## src/rtl/xmit_priority_scheduler.sv

```systemverilog
// Transmit-path frame arbiter: strict hi/lo priority with a starvation guard,
// length screening, start/done sequencing with timeout abort and inter-frame gap.
module xmit_priority_scheduler #(
    parameter int LEN_W      = 12,
    parameter int MIN_LEN    = 1,
    parameter int MAX_LEN    = 1518,
    parameter int HI_BURST   = 4,
    parameter int IFG_CYCLES = 12,
    parameter int TIMEOUT    = 4096
) (
    input  logic             clk_sys,
    input  logic             reset,
    input  logic             hi_frame_avail,
    input  logic [LEN_W-1:0] hi_frame_len,
    input  logic             lo_frame_avail,
    input  logic [LEN_W-1:0] lo_frame_len,
    input  logic             tx_ready,
    input  logic             tx_done,
    output logic             hi_pop,
    output logic             lo_pop,
    output logic             tx_start,
    output logic             tx_sel_hi,
    output logic [LEN_W-1:0] tx_len,
    output logic             tx_abort,
    output logic             discard_en,
    output logic             discard_hi,
    output logic             busy
);
    localparam int                  STREAK_W   = $clog2(HI_BURST + 2);
    localparam logic [STREAK_W-1:0] STREAK_MAX = STREAK_W'(HI_BURST);
    localparam logic [LEN_W-1:0]    LEN_MIN    = LEN_W'(MIN_LEN);
    localparam logic [LEN_W-1:0]    LEN_MAX    = LEN_W'(MAX_LEN);
    // Abort is registered, so it is decided one cycle before the counter would hit TIMEOUT-1.
    localparam logic [15:0]         TMO_LAST   = 16'(TIMEOUT - 2);
    localparam logic [15:0]         IFG_LAST   = 16'(IFG_CYCLES - 1);

    typedef enum logic [2:0] {
        S_IDLE,
        S_GRANT,
        S_DISCARD,
        S_BUSY,
        S_IFG
    } state_t;

    state_t              state, state_d;
    logic [15:0]         cnt, cnt_d;
    logic [STREAK_W-1:0] streak, streak_d;
    logic [LEN_W-1:0]    tx_len_d;
    logic                tx_sel_hi_d, hi_pop_d, lo_pop_d, tx_start_d;
    logic                tx_abort_d, discard_en_d, discard_hi_d, busy_d;
    logic                pick_hi, pick_lo, arb_req;
    logic [LEN_W-1:0]    sel_len;

    function automatic logic len_in_range(input logic [LEN_W-1:0] len);
        return (len >= LEN_MIN) && (len <= LEN_MAX);
    endfunction

    function automatic logic [STREAK_W-1:0] streak_sat_inc(input logic [STREAK_W-1:0] s);
        return (s >= STREAK_MAX) ? STREAK_MAX : s + 1'b1;
    endfunction

    assign arb_req = tx_ready & (hi_frame_avail | lo_frame_avail);
    assign pick_hi = hi_frame_avail & ~(lo_frame_avail & (streak == STREAK_MAX));
    assign pick_lo = lo_frame_avail & ~pick_hi;
    assign sel_len = pick_hi ? hi_frame_len : lo_frame_len;

    always_comb begin
        state_d      = state;
        cnt_d        = cnt;
        streak_d     = streak;
        tx_len_d     = tx_len;
        tx_sel_hi_d  = tx_sel_hi;
        hi_pop_d     = 1'b0;
        lo_pop_d     = 1'b0;
        tx_start_d   = 1'b0;
        tx_abort_d   = 1'b0;
        discard_en_d = 1'b0;
        discard_hi_d = 1'b0;
        case (state)
            S_IDLE: begin
                if (arb_req) begin
                    hi_pop_d = pick_hi;
                    lo_pop_d = pick_lo;
                    if (!len_in_range(sel_len)) begin
                        state_d      = S_DISCARD;
                        discard_en_d = 1'b1;
                        discard_hi_d = pick_hi;
                    end else begin
                        state_d     = S_GRANT;
                        tx_start_d  = 1'b1;
                        tx_len_d    = sel_len;
                        tx_sel_hi_d = pick_hi;
                        if (pick_lo || !lo_frame_avail) begin
                            streak_d = '0;
                        end else begin
                            streak_d = streak_sat_inc(streak);
                        end
                    end
                end
            end
            S_GRANT: begin
                state_d = S_BUSY;
                cnt_d   = '0;
            end
            S_DISCARD: state_d = S_IDLE;
            S_BUSY: begin
                if (tx_done || (cnt == TMO_LAST)) begin
                    tx_abort_d  = ~tx_done;
                    tx_sel_hi_d = 1'b0;
                    cnt_d       = '0;
                    state_d     = (IFG_CYCLES == 0) ? S_IDLE : S_IFG;
                end else begin
                    cnt_d = cnt + 16'd1;
                end
            end
            S_IFG: begin
                if (cnt == IFG_LAST) begin
                    cnt_d   = '0;
                    state_d = S_IDLE;
                end else begin
                    cnt_d = cnt + 16'd1;
                end
            end
            default: state_d = S_IDLE;
        endcase
        busy_d = (state_d == S_GRANT) || (state_d == S_BUSY) || (state_d == S_IFG);
    end

    always_ff @(posedge clk_sys or negedge reset) begin
        if (!reset) begin
            state      <= S_IDLE;
            cnt        <= '0;
            streak     <= '0;
            tx_len     <= '0;
            tx_sel_hi  <= 1'b0;
            hi_pop     <= 1'b0;
            lo_pop     <= 1'b0;
            tx_start   <= 1'b0;
            tx_abort   <= 1'b0;
            discard_en <= 1'b0;
            discard_hi <= 1'b0;
            busy       <= 1'b0;
        end else begin
            state      <= state_d;
            cnt        <= cnt_d;
            streak     <= streak_d;
            tx_len     <= tx_len_d;
            tx_sel_hi  <= tx_sel_hi_d;
            hi_pop     <= hi_pop_d;
            lo_pop     <= lo_pop_d;
            tx_start   <= tx_start_d;
            tx_abort   <= tx_abort_d;
            discard_en <= discard_en_d;
            discard_hi <= discard_hi_d;
            busy       <= busy_d;
        end
    end
endmodule
```

## config.mk

```make
export PLATFORM = sky130hd
export DESIGN_NAME = xmit_priority_scheduler
export DESIGN_NICKNAME = d
export VERILOG_FILES = /design/src/rtl/xmit_priority_scheduler.sv
export SDC_FILE = /design/constraint.sdc
export NUM_CORES = 1
export LEC_CHECK = 0
export ABC_AREA = 1
export BUFFER_PORTS_ARGS = -buffer_cell sky130_fd_sc_hd__buf_2
export CORE_MARGIN = 10
export CORE_UTILIZATION = 31
export CTS_CLUSTER_SIZE = 24
export DETAILED_ROUTE_END_ITERATION = 8
export PLACE_DENSITY = 0.49
export SETUP_SLACK_MARGIN = 0.2
export SLEW_MARGIN = 20
export SYNTH_ARGS = -nofsm -noshare
export SYNTH_HDL_FRONTEND = slang
export SYNTH_SLANG_ARGS = --single-unit
export TNS_END_PERCENT = 50
```

## constraint.sdc

```tcl
create_clock -name clk_sys -period 2.7 [get_ports clk_sys]
set_input_delay 0.135 -clock clk_sys [delete_from_list [all_inputs] [get_ports clk_sys]]
set_output_delay 0.135 -clock clk_sys [all_outputs]
set_load 0.01 [all_outputs]
```

After elaboration in Yosys (flattened, before gate mapping)
Cells that the tools add are included.

Register bits: 42. Latch bits: 0. Bits in writable memories: 0. Memory bits (read-only): 0. Input bits: 30. Memories kept: 0.

Add/subtract/negate cells: 2. Multiply operators: 0. Divide/modulo/power cells: 0. Magnitude comparators: 3. Equal/unequal tests: 12. Shift-type cells: 0. Mux-type cells: 30. Bitwise gates (word level): 8. Reduce and logical (&&, ||, !) cells: 11.

Operator list (count): 16-bit case mux with 3 select lines (1); 16-bit two-way mux (2); 1-bit two-way mux (18); 16-bit by 1-bit adder with 16-bit output, second input constant (1); 16-bit by 12-bit equality test with 1-bit output, second input constant (1); 16-bit by 4-bit equality test with 1-bit output, second input constant (1); 3-bit two-way mux (5); 12-bit by 1-bit >= comparator with 1-bit output, second input constant (1); 12-bit by 11-bit <= comparator with 1-bit output, second input constant (1); 12-bit two-way mux (1); 3-bit case mux with 4 select lines (1); 3-bit equality test, second input constant (3); 3-bit by 1-bit equality test with 1-bit output, second input constant (2); 3-bit by 2-bit equality test with 1-bit output, second input constant (2); 2-bit inequality test, second input constant (3); 1-bit bitwise AND (4); 1-bit logical OR (4); 4-bit AND reduction (1); 3-bit by 1-bit adder with 3-bit output, second input constant (1); 3-bit >= comparator, second input constant (1); 3-bit zero test (1); 1-bit NOT (3); 3-bit AND reduction (1); 3-bit nonzero test (1); other kinds (6) (6).

Logic depth before layout (Yosys ltp)
Word-level depth: 13. Gate-level depth with buffers: 15. Gate-level depth less buffers: 14.

Worst setup path after synthesis
OpenSTA, ideal clock, no wires.

Path type: reg2reg. From: register streak[0]. To: register tx_len[1]. Setup time: 117 ps. Data arrival time: 1874 ps. Required time: 2583 ps. Path slack: 709 ps. Cell stages (with the launch flop): 15. Buffers on the path: 2. Clock period less this slack: 1991 ps. Cells stage by stage: dfrtp_1 -> inv_1 -> ha_1 -> nand3_4 -> nand2_4 -> buf_6 -> nand2_1 -> nand2_1 -> a21oi_1 -> nand2_2 -> nor2_8 -> nand3_4 -> buf_12 -> nand2_2 -> nand2_1.

Longest elaborated chain between the ends: 8. Elaborated cells between the ends (all ways): 9. Classes of those cells: 2 x order compare; 1 x eq/ne; 1 x mux; 3 x bitwise; 2 x reduce/logical.

Ends and longest elaborated chain: from (decl) (line 47) `logic [STREAK_W-1:0] streak, streak_d;`; from (signal assigned) (line 146) `streak <= streak_d;`; 3-bit equality test * (line 63) `assign pick_hi = hi_frame_avail & ~(lo_frame_avail & (streak == STREAK_MAX));`; 1-bit bitwise AND * (line 63); 1-bit NOT * (line 63); 1-bit bitwise AND * (line 63); 12-bit two-way mux * (line 65) `assign sel_len = pick_hi ? hi_frame_len : lo_frame_len;`; 12-bit by 1-bit >= comparator with 1-bit output / 12-bit by 11-bit <= comparator with 1-bit output (equally long branches) (line 55) `return (len >= LEN_MIN) && (len <= LEN_MAX);`; 1-bit logical AND (line 55); 3-bit AND reduction (no line); to (signal assigned) (line 147) `tx_len <= tx_len_d;`; to (decl) (line 23) `output logic [LEN_W-1:0] tx_len,`.

Mark *: on every way between the ends. The rest lies on a longest branch, timed or not. A chain may end at the register's enable or synchronous reset.

Worst setup path after layout
From: register streak[0]. To: register tx_len[2].

Same word-level chain as after synthesis.

==> impl_metrics.toml <==
[detailed_routing]
vias_per_cell = 4.664
wl_per_cell_um = 13.20
detail-route-antenna-nets = 0
vias = 2234
dr.pass1.iters = 4
drt_wl_total_mm = 6.323
drtIter0Drc = 100
drc = 0

[place]
gp_congestion = 0.7802
portBuffers = 49
post-dp-hpwl_mm = 4.691
dp_slack_ns = 0.2610
place_area_um2 = 2809

[synth]
ys_seq_elements = 42
yosysWarningCount = 0
syn_area_per_cell_um2 = 7.878
synthArstFlopShare_pct = 100.0
synth_cells = 317
synth_edf_count = 0
synth.yosys.seq_area_share_pct = 42.08
netlist.area_leader.share_pct = 42.08
netlist_area_um2 = 2497
syn_nets = 351
synth_top_area_cell = "dfrtp_1"
synth.distinct_cells = 34
synth_area_leaders = "dfrtp_1, nand2_1, nand3_1, inv_1, nand2_2"
synthFlopType = "dfrtp_1"

[clock_tree]
max-clock-path-buffers = 2
worstSkewPairLatency_ns = 0.29
cts_root_buf = "clkbuf_8"
cts_tree = "built"
h-tree-depth = 2
cts_buffers = 5
clk_pin_slew_ns = 0.08
numClockSinks = 42

[worst_hold_path]
hold_class = "in -> async"

[sta]
drv_slew = 0
hold_viol = 29
fin_tns_setup_ns = 0
hold_ws_ns = -0.01103
fmax_ghz = 0.4383
rsz0062_at_grt = "true"
finalSetupViolCount = 0
relSlewSlack_pct = 36.97
min_period_ns = 2.282
worst_slew_pin_slew_ns = 0.9455
timing.final.ws_setup_ns = 0.4184
finClkSkew_ns = 0.007135
period_share_pct = 84.50

[setup_path]
r2r-start = "streak[0]"
startpoint_type = "flip-flop"
crit_path_end = "tx_len[2]"
r2r_end = "tx_len[2]"
cp_max_fo = 19
r2r_cells = 14
critPathLaunch = "streak[0]"
required_ns = 2.89
crit_arrival_ns = 2.47
r2r_slack_ns = 0.42
critical_path_class = "reg -> reg"
end_kind = "flip-flop"

[grt]
grt_pass1_vias = 2193
grt_start_max_net_pins = 43
grt.overflow.total = 0
antenna_found_initial = 0
track_usage_pct = 10.66
grt_first_pass_wirelength_mm = 10.32

[run]
drv_cap = 0

[die]
die_y_um = 109.8
die_w_um = 109.8
die-area_um2 = 12050
ioPinCount = 50
fp.coreArea_um2 = 7767
initial_core_util_pct = 32.15
row_count = 32

[power_and_ir_drop]
power-per-cell-area_nw_per_um2 = 716.8
irDropWorstVdd_uv = 272.0
leakagePower_nw = 1.582

[cells_and_area]
fin_util_pct = 39.06
antenna_cells = 0
drive_above_1_share_pct = 27.32
layout.filler_cells = 830
syn2layout_area_growth_pct = 21.49
fin_nets = 410
final_area_um2 = 3034

[outcome]
failed_checks = "negative hold slack"
status = "complete, but fails checks"
==> placed cells by master, fill, tap and decap left out, drive strengths merged, types with 2 or more instances in the layout <==
cell,Yosys,final
dfrtp,42,42
nor2,33,33
nand2,106,106
inv,34,34
o22ai,4,4
nand3b,4,4
ha,4,4
o21ai,12,12
buf,7,58
xnor2,2,2
bufinv,0,2
nand3,32,33
nor4,2,2
clkbuf,1,5
nor3,4,4
nand4,17,17
xor2,5,5
a21oi,3,3
==> critical path: stages, from the launching register on <==
cell     delay, ns
dfrtp_1       0.42
inv_1         0.07
ha_1          0.19
nand3_4       0.21
nand2_4       0.25
inv_1         0.08
nand2_1       0.07
nand2_2       0.08
nor2_1        0.10
nand3_1       0.08
nor2_2        0.20
nor2_8        0.09
buf_4         0.16
nand4_1       0.09
nand2_1       0.07
==> registers in the layout, indices dropped and copies added (netlist names) <==
signal	flops
state	3
tx_abort	1
streak	3
discard_hi	1
hi_pop	1
busy	1
cnt	16
tx_start	1
tx_sel_hi	1
lo_pop	1
tx_len	12
discard_en	1
==> how the worst min path moves through the flow <==
| stage | start | endpoint |
|---|---|---|
| after floorplan | reset | busy |
| after global placement | tx_done | tx_abort |
| after detailed placement | tx_done | tx_abort |
| after CTS | reset | busy |
| after global routing | reset | busy |
| final | reset | cnt[10] |
==> where the power goes <==
group	switching, mW	internal [mW]	total [mW]
clock network	0.222	0.370	0.592
registers	0.0986	0.776	0.874
logic	0.452	0.256	0.708
==> layout make-up <==
class	count	area [µm²]	area share (%)
multi-input cells	234	1267	41.77
clock buffers	5	68.82	2.268
clock inverters	3	68.82	2.268
flip-flops and latches	42	1051	34.64
inverters	34	127.6	4.206
well taps	102	127.6	4.206
repair buffers	59	322.8	10.64
==> cells in the mapped netlist (5+ instances only) <==
library cell / number
nand4_1: 16
nand3_2: 5
nand2_2: 18
nand2_1: 87
nor2_1: 27
o21ai_0: 12
xor2_1: 5
nand3_1: 25
inv_1: 32
dfrtp_1: 42
==> cell families (layout without fill, tap and decap cells) <==
family	count (synthesis)	in the layout	synth area share, %
and+or+nand+nor	199	200	40.38
DFF	42	42	42.08
buffers and inverters	42	101	7.866
AOI/OAI and AO/OA	23	23	5.211
xor gates and xnor gates	7	7	2.455
adders and majority gates	4	4	2.004
==> stage by stage <==
step / std cells / total power, mW
after floorplan: 317 / 1.314
after global routing: 479 / 2.349
final: 479 / 2.175
after global placement: 461 / 1.594
after CTS: 470 / 2.204
after detailed placement: 461 / 1.593
==> timing repair <==
action,in CTS,in global routing
setup endpoints to repair,0,22
buffers inserted,0,8
gates resized for setup,0,1
endpoints found under the hold margin,1,0
hold buffers,1,0
==> per-layer routing <==
layer | vias up | GRT usage (%) | share of wire, % | routed length [µm]
met5 | - | 0 | 0 | 0
met3 | 2 | 3.803 | 5.9 | 372
met1 | 1036 | 13.13 | 45 | 2869
met2 | 47 | 17.55 | 48 | 3057
met4 | 0 | 2.230 | 0.36 | 23
li1 | 1149 | - | - | -
Note: power is estimated with default switching activity, not from simulation.
